File: src/rtl/spart_pkg.sv
// SPART transmit shared constants, address map and FSM state type.
// SPART_PARITY_EN adds an even-parity bit before the stop bit.
package spart_pkg;

    localparam int DIV_W  = 16;
    localparam int OVS    = 16;
    localparam int TICK_W = $clog2(OVS);

    localparam logic [1:0] ADDR_TXRX = 2'b00;
    localparam logic [1:0] ADDR_STAT = 2'b01;
    localparam logic [1:0] ADDR_DBL  = 2'b10;
    localparam logic [1:0] ADDR_DBH  = 2'b11;

    typedef enum logic [2:0] {
        IDLE,
        START,
        DATA,
        PARITY,
        STOP
    } tx_state_t;

endpackage

File: src/rtl/spart_baud_gen.sv
// SPART baud generator: bus-writable 16-bit divisor and a reloading
// down-counter that pulses o_en once per divisor+1 clocks.
module spart_baud_gen
    import spart_pkg::*;
#(
    parameter logic [DIV_W-1:0] DIV_RESET = 16'd325
) (
    input  logic       clk,
    input  logic       rst,
    input  logic       i_we,
    input  logic [1:0] i_addr,
    input  logic [7:0] i_data,
    input  logic       i_restart,
    output logic       o_en
);

    logic [DIV_W-1:0] r_div;
    logic [DIV_W-1:0] r_cnt;
    logic             w_zero;

    assign w_zero = (r_cnt == '0);
    assign o_en   = w_zero;

    always_ff @(posedge clk or negedge rst) begin
        if (!rst) begin
            r_div <= DIV_RESET;
        end else if (i_we) begin
            if (i_addr == ADDR_DBL) begin
                r_div[7:0] <= i_data;
            end else if (i_addr == ADDR_DBH) begin
                r_div[15:8] <= i_data;
            end
        end
    end

    // A new divisor only takes effect at the next reload.
    always_ff @(posedge clk or negedge rst) begin
        if (!rst) begin
            r_cnt <= '0;
        end else if (i_restart || w_zero) begin
            r_cnt <= r_div;
        end else begin
            r_cnt <= r_cnt - DIV_W'(1);
        end
    end

endmodule

File: src/rtl/spart_tx.sv
// SPART transmitter: holding register, shift register and 8N1 framing FSM.
// Define SPART_PARITY_EN for an 11-bit frame with an even-parity bit.
module spart_tx
    import spart_pkg::*;
#(
    parameter logic [DIV_W-1:0] DIV_RESET = 16'd325
) (
    input  logic       clk,
    input  logic       rst,
    input  logic       iocs,
    input  logic       iorw,
    input  logic [1:0] ioaddr,
    input  logic [7:0] databus,
    output logic       tbr,
    output logic       txd
);

    localparam logic [TICK_W-1:0] TICK_LAST = TICK_W'(OVS - 1);

    tx_state_t         r_state;
    tx_state_t         w_state_nxt;
    logic [7:0]        r_hold;
    logic [7:0]        r_shift;
    logic              r_full;
    logic [2:0]        r_idx;
    logic [TICK_W-1:0] r_tick;
`ifdef SPART_PARITY_EN
    logic              r_par;
`endif

    logic w_we;
    logic w_wr_tx;
    logic w_en;
    logic w_load;
    logic w_bit_done;

    assign w_we       = iocs && !iorw;
    assign w_wr_tx    = w_we && (ioaddr == ADDR_TXRX) && !r_full;
    assign w_bit_done = w_en && (r_tick == TICK_LAST);
    assign tbr        = !r_full;

    spart_baud_gen #(
        .DIV_RESET (DIV_RESET)
    ) u_baud (
        .clk       (clk),
        .rst       (rst),
        .i_we      (w_we),
        .i_addr    (ioaddr),
        .i_data    (databus),
        .i_restart (w_load),
        .o_en      (w_en)
    );

    always_ff @(posedge clk or negedge rst) begin
        if (!rst) begin
            r_state <= IDLE;
        end else begin
            r_state <= w_state_nxt;
        end
    end

    always_comb begin
        w_state_nxt = r_state;
        w_load      = 1'b0;
        unique case (r_state)
            IDLE: begin
                if (r_full) begin
                    w_load      = 1'b1;
                    w_state_nxt = START;
                end
            end
            START: begin
                if (w_bit_done) begin
                    w_state_nxt = DATA;
                end
            end
            DATA: begin
                if (w_bit_done && (r_idx == 3'd7)) begin
`ifdef SPART_PARITY_EN
                    w_state_nxt = PARITY;
`else
                    w_state_nxt = STOP;
`endif
                end
            end
`ifdef SPART_PARITY_EN
            PARITY: begin
                if (w_bit_done) begin
                    w_state_nxt = STOP;
                end
            end
`endif
            STOP: begin
                // Back-to-back frames skip IDLE entirely.
                if (w_bit_done) begin
                    if (r_full) begin
                        w_load      = 1'b1;
                        w_state_nxt = START;
                    end else begin
                        w_state_nxt = IDLE;
                    end
                end
            end
            default: begin
                w_state_nxt = IDLE;
            end
        endcase
    end

    always_ff @(posedge clk or negedge rst) begin
        if (!rst) begin
            r_hold <= '0;
            r_full <= 1'b0;
        end else if (w_load) begin
            r_full <= 1'b0;
        end else if (w_wr_tx) begin
            r_full <= 1'b1;
            r_hold <= databus;
        end
    end

    // Tick counter wraps at OVS so it is already zero at each bit boundary.
    always_ff @(posedge clk or negedge rst) begin
        if (!rst) begin
            r_shift <= '0;
            r_idx   <= '0;
            r_tick  <= '0;
        end else if (w_load) begin
            r_shift <= r_hold;
            r_idx   <= '0;
            r_tick  <= '0;
        end else if (w_en && (r_state != IDLE)) begin
            r_tick <= r_tick + TICK_W'(1);
            if (w_bit_done && (r_state == DATA)) begin
                r_shift <= r_shift >> 1;
                r_idx   <= r_idx + 3'd1;
            end
        end
    end

`ifdef SPART_PARITY_EN
    always_ff @(posedge clk or negedge rst) begin
        if (!rst) begin
            r_par <= 1'b0;
        end else if (w_load) begin
            r_par <= ^r_hold;
        end
    end
`endif

    always_comb begin
        txd = 1'b1;
        unique case (r_state)
            START:   txd = 1'b0;
            DATA:    txd = r_shift[0];
`ifdef SPART_PARITY_EN
            PARITY:  txd = r_par;
`endif
            default: txd = 1'b1;
        endcase
    end

endmodule

File: config.mk
export PLATFORM = sky130hd
export DESIGN_NAME = spart_tx
export DESIGN_NICKNAME = d
export VERILOG_FILES = /design/src/rtl/spart_pkg.sv /design/src/rtl/spart_baud_gen.sv /design/src/rtl/spart_tx.sv
export SDC_FILE = /design/constraint.sdc
export NUM_CORES = 1
export LEC_CHECK = 0
export ABC_AREA = 1
export CAP_MARGIN = 20
export CORE_MARGIN = 4
export CORE_UTILIZATION = 59
export DETAILED_ROUTE_END_ITERATION = 10
export PLACE_DENSITY = 0.79
export REMOVE_ABC_BUFFERS = 1
export SETUP_SLACK_MARGIN = 0.4
export SLEW_MARGIN = 30
export SYNTH_ARGS = -nofsm -noshare
export SYNTH_HDL_FRONTEND = slang
export SYNTH_HIERARCHICAL = 1
export SYNTH_SLANG_ARGS = --single-unit
File: constraint.sdc
create_clock -name clk -period 2.8 [get_ports clk]
set_input_delay 0.42 -clock clk [delete_from_list [all_inputs] [get_ports clk]]
set_output_delay 0.42 -clock clk [all_outputs]
set_load 0.01 [all_outputs]
; ---- Yosys cells after proc, flatten, opt, wreduce, memory -nomap -nowiden
; Cells that the tools add are included.
; W data, S select, Z words.
[word_totals]
ff_bits = 59
inputBits = 14
word_cells = 68
out_inout_bits = 2
[classes]
bitwise = 2
muxes = 21
reduce_logical = 22
eq_ne = 11
n_addsub = 3
[ops]
columns = op, count
row1 = $mux W8, 3
row2 = $mux W3, 7
row3 = $logic_not A16 Y1, 1
row4 = $mux W16, 1
row5 = $sub A16 B1 Y16 const B, 1
row6 = $pmux W3 S4, 1
row7 = $mux W4, 2
row8 = $ne A2 B2 Y1 const B, 4
row9 = $logic_and A1 B1 Y1, 7
row10 = $eq A3 B3 Y1 const B, 2
row11 = $reduce_and A2 Y1, 3
row12 = $reduce_bool A2 Y1, 3
row13 = $mux W1, 5
row14 = $add A4 B1 Y4 const B, 1
row15 = $eq A2 B2 Y1 const B, 2
row16 = $eq A4 B4 Y1 const B, 1
row17 = $pmux W1 S2, 2
row18 = $reduce_and A4 Y1, 1
row19 = $add A3 B1 Y3 const B, 1
row20 = $eq A3 B1 Y1 const B, 1
row21 = $eq A3 B2 Y1 const B, 1
row22 = $logic_not A3 Y1, 1
row23 = $reduce_and A3 Y1, 1
row24 = $reduce_bool A3 Y1, 1
row25 = other kinds (4), 6

; ---- Depth between registers and ports, before layout
[logic_depth]
ltp_word = 6
ltp_mapped = 17
depth_no_buf = 15

; ---- Modules after synthesis
; Netlist, hierarchy kept.
[by_module_without_submodules]
columns = mod, cells_per_inst, seq_area_each_um2, area_each_um2, n_inst
row1 = spart_baud_gen, 224, 805.8, 1647.8, 1
row2 = spart_tx, 167, 675.6, 1360.1, 1

; ---- Worst setup path after synthesis
; Ideal clock, no wire load.
[synth_path]
kind = register -> register
start = register u_baud.r_cnt[0]
end = register u_baud.r_cnt[10]
synth_period_minus_slack_ns = 2.478
path_slack_ns = 0.322
stages_incl_launch_ff = 18
arrival_time_ns = 2.361
setup_time_ns = 0.116
required_time_ns = 2.684
path_buffers = 2
cell_sequence = dfrtp_1 inv_1 ha_1 nand3_4 nor2_1 nand2_1 nor4_1 nand2_1 nor2_8 nor2_2 nor2_8 buf_6 inv_1 nand2_1 inv_1 buf_6 nand2_1 nand2_1
[synth_via]
elab_chain_cells = 6
elab_cells_between_ends = 7
classes_between = 1 x add/sub / 3 x mux / 3 x reduce/logical
[synth_rtl]
columns = element, line_no
row1 = from (decl), spart_baud_gen.sv:18  ; logic [DIV_W-1:0] r_cnt;
row2 = from (signal assigned), spart_baud_gen.sv:41  ; r_cnt <= r_div;
row3 = from (signal assigned), spart_baud_gen.sv:43  ; r_cnt <= r_cnt - DIV_W'(1);
row4 = $logic_not A16 Y1, spart_baud_gen.sv:21  ; assign w_zero = (r_cnt == '0);
row5 = net w_en, spart_tx.sv:33  ; logic w_en;
row6 = $logic_and A1 B1 Y1, spart_tx.sv:39  ; assign w_bit_done = w_en && (r_tick == TICK_LAST);
row7 = $mux W1, spart_tx.sv:95  ; if (w_bit_done) begin
row8 = $pmux W1 S2, spart_tx.sv:65  ; unique case (r_state)
row9 = net w_load, spart_tx.sv:34  ; logic w_load;
row10 = $logic_or A1 B1 Y1, spart_baud_gen.sv:40  ; end else if (i_restart || w_zero) begin
row11 = $mux W16, spart_baud_gen.sv:40
; The timed path passes the listed nets, and every way through them passes these cells.
; A chain may end at the register's enable or synchronous reset.

; ---- Final worst setup path
[layout_path]
start = register u_baud.r_cnt[0]
end = register u_baud.r_cnt[11]
[layout_via]
elab_chain_cells = 6
elab_cells_between_ends = 7
classes_between = 1 x add/sub / 3 x mux / 3 x reduce/logical
[layout_rtl]
columns = element, line_no
row1 = $logic_not A16 Y1 *, spart_baud_gen.sv:21
row2 = net w_en, spart_tx.sv:33
row3 = $logic_and A1 B1 Y1, spart_tx.sv:39
row4 = $mux W1, spart_tx.sv:95
row5 = $pmux W1 S2, spart_tx.sv:65
row6 = $logic_or A1 B1 Y1 *, spart_baud_gen.sv:40
row7 = $mux W16 *, spart_baud_gen.sv:40
; Mark *: on every way through the listed nets, which the timed path passes. The rest lies on a longest branch.

==> impl_metrics.toml <==
[floorplan]
dieArea_sq_mm = 0.00630
rows = 25
start_util_pct = 62.4
die_h_microns = 79.4
io_pins = 16
core_area_sq_mm = 0.00482
die_x_microns = 79.4

[layout]
ff_latch_area_sq_mm = 0.00148
fin_area_sq_mm = 0.00344
final_nets = 433
antenna-diode-count = 0
layout_commonest_cell = "nand2_1"
multi_input_area_sq_mm = 0.00129
final_cell_mix = "nand2_1 (147), dfrtp_1 (55), inv_1 (48)"
stdcell_count = 487
n_fill_cell = 396
drive_gt1_share_pct = 11.2
area_delta_synth_final_pct = 14.5

[yosys]
ys_warn_count = 6
ys_types = 30
synth-seq-area-share_pct = 49.3
avgSynthCellArea_sq_um = 7.69
synth_area_sq_mm = 0.00301
synth_cells = 391
synth_top_cell_area_share_pct = 45.8
synth_area_leaders = "dfrtp_1 (46%), nand2_1 (19%), inv_1 (6.2%)"
ys_seq_elements = 59
yosysTopAreaCell = "dfrtp_1"

[clock_tree]
cts_buffer_depth = 2
clockRootBuffer = "clkbuf_8"
numCtsBuffers = 9
clk_pin_slew_ns = 0.07
cts_tree = "done"
clock_latency_ns = 0.34
clock_sinks = 59
htreeDepth = 3

[setup_path]
path_cells = "inv_2, ha_4, nand3_4, nor2_1, nand2_1, nor4_4, nand2_2, nor2_8, nor2_2, nor2_8, inv_1, nand2_4, clkinvlp_4, nand2_1, nand2_1"
critPathRequiredTime_ns = 3.03
rr_endpoint = "u_baud/r_cnt[11]$_DFF_PN0_"
rrSetupSlack_ns = 0.50
end_kind = "flip-flop"
worstPathMaxFanout = 6
slowest_stage = "dfrtp_1"
path_common_cell = "nand2_1"
cpPeakStageDelay_ns = 0.40
ff2ff_path_depth = 15
setup.worst_path.start_class = "flip-flop"
arrival_ns = 2.53
path_delay_family = "simple AND/OR/NAND/NOR gates"
crit_buf_inv = 3
critPathKind = "reg2reg"
r2r-start = "u_baud/r_cnt[0]$_DFF_PN0_"

[global_route]
gr-usage-all-layers_pct = 22.2
antenna_found_initial = 0
grt-busiest-layer = "met2"
grtUsageMet2_pct = 35.3
grt_pass1_vias = 2420
grt_use_met1_pct = 28.3
use_met3_pct = 5.42
grt_overflow = 0
grt_max_degree = 60
grt_pass1_wl_microns = 10600

[power_and_ir_drop]
peakVddDrop_mv = 0.534
p_total_w = 0.00261
leakagePower_nw = 1.81
power.density_mw_per_mm2 = 757

[place]
postPlaceCellArea_sq_mm = 0.00319
place.gp.congestion = 0.821
hpwlAfterDp_microns = 4200
portBuffers = 15
dp.cells = 468
place_ws_ns = 0.123

[sta]
setup_viol_count_final = 0
setup_tns_ns = 0
rsz0062_at_grt = "yes"
clock.fmax_mhz = 435
min_period_over_period_pct = 82.0
setup_ws_ns = 0.503
fin_skew_ns = 0.00897
relSlewSlack_pct = 51.3
worst_slew_pin_slew_ns = 0.730
fin_crit_ns = 2.30
slew_viol_final = 0
hold_violations = 0

[job]
maxCapViolations = 0

[routing]
drtIter0Drc = 147
wl_per_cell_microns = 12.7
ant_nets = 0
vias = 2496
firstDrtPassIters = 5
wirelength_microns = 6190
drc = 0
viasPerCell = 5.13

[worst_hold_path]
hold_class = "in2async"

[outcome]
status = "finished clean"
## synth_stat cells (all sizes together)
cell type and number:
xnor2 1, nor3 1, nor3b 1, inv 53, nand3b 3, nor2 44, o21a 1, nor4 1
dfstp 4, clkbuf 2, xor2 4, a21oi 10, o21bai 1, dfrtp 55, nand2 152, buf 6
nand3 11, o21ai 37, ha 4
## metrics by stage
| step | hold slack, ns | util (%) |
|---|---|---|
| 3_5_place_dp | 0.467 | 66.1 |
| 6_report | 0.226 | 71.5 |
| 4_1_cts | 0.251 | 71.2 |
| 3_3_place_gp | 0.457 | 66.1 |
| 5_1_grt | 0.272 | 71.5 |
| 2_1_floorplan | 0.124 | - |
## state kept, by name, summed over array words and instances (netlist names)
signal,count
r_hold,8
r_shift,8
r_idx,3
r_tick,4
r_state,3
r_full,1
u_baud/r_div,16
u_baud/r_cnt,16
## cell type report
| type | count | share of cell area, % |
|---|---|---|
| Inverter | 53 | 5.89 |
| Timing Repair inverter | 1 | 0.218 |
| Tap cell | 67 | 2.43 |
| Clock inverter | 2 | 0.291 |
| Clock buffer | 14 | 5.01 |
| Sequential cell | 59 | 43.0 |
| Multi-Input combinational cell | 271 | 37.6 |
| Timing Repair Buffer | 20 | 5.52 |
## power breakdown
group,internal [W],switching [W]
Combinational,0.000247,0.000421
Sequential,0.00107,0.000158
Clock,0.000391,0.000320
## worst register-to-register path: stages, from the launching register on
cell and delay [ns]:
dfrtp_1 0.40, inv_2 0.09, ha_4 0.17, nand3_4 0.11
nor2_1 0.15, nand2_1 0.12, nor4_4 0.19, nand2_2 0.14
nor2_8 0.14, nor2_2 0.07, nor2_8 0.11, inv_1 0.07
nand2_4 0.11, clkinvlp_4 0.16, nand2_1 0.10, nand2_1 0.06
## worst max path at each step
stage	depth (start not counted)	to	start
after floorplan	15	u_baud/r_cnt[10]$_DFF_PN0_	u_baud/r_cnt[0]$_DFF_PN0_
after global placement	15	u_baud/r_cnt[9]$_DFF_PN0_	u_baud/r_cnt[0]$_DFF_PN0_
after detailed placement	15	u_baud/r_cnt[10]$_DFF_PN0_	u_baud/r_cnt[0]$_DFF_PN0_
after CTS	15	u_baud/r_cnt[7]$_DFF_PN0_	u_baud/r_cnt[0]$_DFF_PN0_
after global routing	15	u_baud/r_cnt[7]$_DFF_PN0_	u_baud/r_cnt[1]$_DFF_PN0_
final	15	u_baud/r_cnt[11]$_DFF_PN0_	u_baud/r_cnt[0]$_DFF_PN0_
## layer usage
metal  part of all wire, %  wire (microns)  vias up
li1                      -               -     1252
met1                    45            2810     1160
met2                    48            2950       74
met3                   5.5             342       10
met4                   1.6              96        0
met5                     0               0        -
## cell families (layout without fill, tap and decap cells)
kind of cell               count (synthesis)  in the layout  synth area share (%)
adders and majority gates                  4              4                  1.66
AOI/OAI and AO/OA                         49             49                  8.32
DFF                                       59             59                  49.3
buffers and inverters                     61             90                  9.07
xor gates and xnor gates                   5              5                  1.46
and+or+nand+nor                          213            213                  30.2
## what timing repair did
item	4_1_cts	5_1_grt
hold buffers	0	0
setup endpoints to repair	23	21
cloned	1	0
gates resized for setup	10	3
buffers inserted	2	0
pin swaps	4	2
No activity file was read; power rests on OpenSTA's default activity.
==> RTL edit: new RTL, config.mk and constraints unchanged <==
Add a define of `SPART_PARITY_EN`.
--- a/src/rtl/spart_tx.sv
+++ b/src/rtl/spart_tx.sv
@@ -1,4 +1,6 @@
 // SPART transmitter: holding register, shift register and 8N1 framing FSM.
 // Define SPART_PARITY_EN for an 11-bit frame with an even-parity bit.
+`define SPART_PARITY_EN
+
 module spart_tx
     import spart_pkg::*;
Check against the original RTL: no difference found for any inputs over 10 cycles, from zero or initial values and one cycle with rst low; that may be too few to reach the edited logic, so the function may still have changed.
==> RTL edit against the unedited design <==
Non-clock buffer count grew 6. Setup slack gained 0.056 ns. Sequential cell count grew 1. Largest cell class unchanged. Total power grew 19%. Core utilization grew 0.24 points. Via count grew 12%. Cell area grew 7.7%. Highest routed layer unchanged. Synthesized area grew 5.4%. Routed wire length grew 14%.
==> RTL edit: results (changes against the unedited design) <==
status=finished clean; Synth area leaders=dfrtp_1 (44%), nand2_1 (20%), inv_1 (6.2%); CP Max Fanout=8 (+2); Total GRT Usage=24.42% (+2.2 points); Post-Synth Adder-Cell Area=1.579% (-0.085 points); Pleak=1.894 nW (+4.8%); Switching Share=34.23% (-0.26 points); dpl cells=506 (+8.1%); met2 Usage GRT=40.96% (+5.7 points); Filler cells=392 (-1.0%); Met1 Routed Length=2986 um (+6.5%); global-route wire length before repair=12,150 um (+15%); clock share of power=31.5% (+4.2 points); Rel. slew slack=56.47% (+5.1 points); average cell area after synthesis=7.478 um^2 (-2.8%); WL met3=384 um (+12%); synth unique cells=29 (-3.3%); vias in the first global route=2,689 (+11%); WP data arrival=2.50 ns (-0.03 ns); pre-CTS setup slack=0.1744 ns (+0.05139 ns); vias per cell=5.272 (+2.9%); R2R Setup Slk=0.56 ns (+0.06 ns); Synth top cells by count=nand2_1 (165), dfrtp_1 (56), inv_1 (52); CP Capture Point=r_idx[0]; GR Util met3=3.215% (-2.2 points); Seq/Total Area, Yosys=47.51% (-1.7 points); met1 usage=31.65% (+3.3 points); GPL Wtd Cong=0.8369 (+1.9%); DP HPWL=4897 um (+16%); xor/xnor share of the synthesized area=1.381% (-0.075 points); Sw Pwr=1.063 mW (+18%); placed cell areas=3363 um^2 (+5.6%); worst hold slack=0.004128 ns (-0.2214 ns); NumNets Final=472 (+9.0%); Non-Filler Instances=529 (+8.6%); routed wire length=7051 um (+14%)
-- RTL edit: cell types whose count changed in the layout (fill, tap and decap cells not counted), moves of 3 or more --
cell | before | now
buf_4 | 4 | 10
bufinv_16 | 0 | 3
nand2_1 | 147 | 163
nand3_1 | 9 | 18
nor2_1 | 38 | 41
nor2_4 | 1 | 4
o21ai_0 | 33 | 26
o21ai_1 | 3 | 7
-- RTL edit: final cells by class --
class,count,area (um^2),share of cell area [%]
sequential,60,1506,40.61
multi-input combinational,302,1420,38.28
timing repair buffer,26,231.5,6.239
inverter,54,206.4,5.565
clock buffer,12,155.1,4.182
clock inverter,4,95.09,2.563
tap,70,87.58,2.361
timing repair inverter,1,7.507,0.2024
-- RTL edit: timing repair --
item / CTS / global route
setup endpoints to repair: 20 / 31
hold buffers: 0 / 0
pin swaps: 4 / 4
setup buffers: 3 / 3
gates resized for setup: 8 / 4
gates cloned: 1 / 0
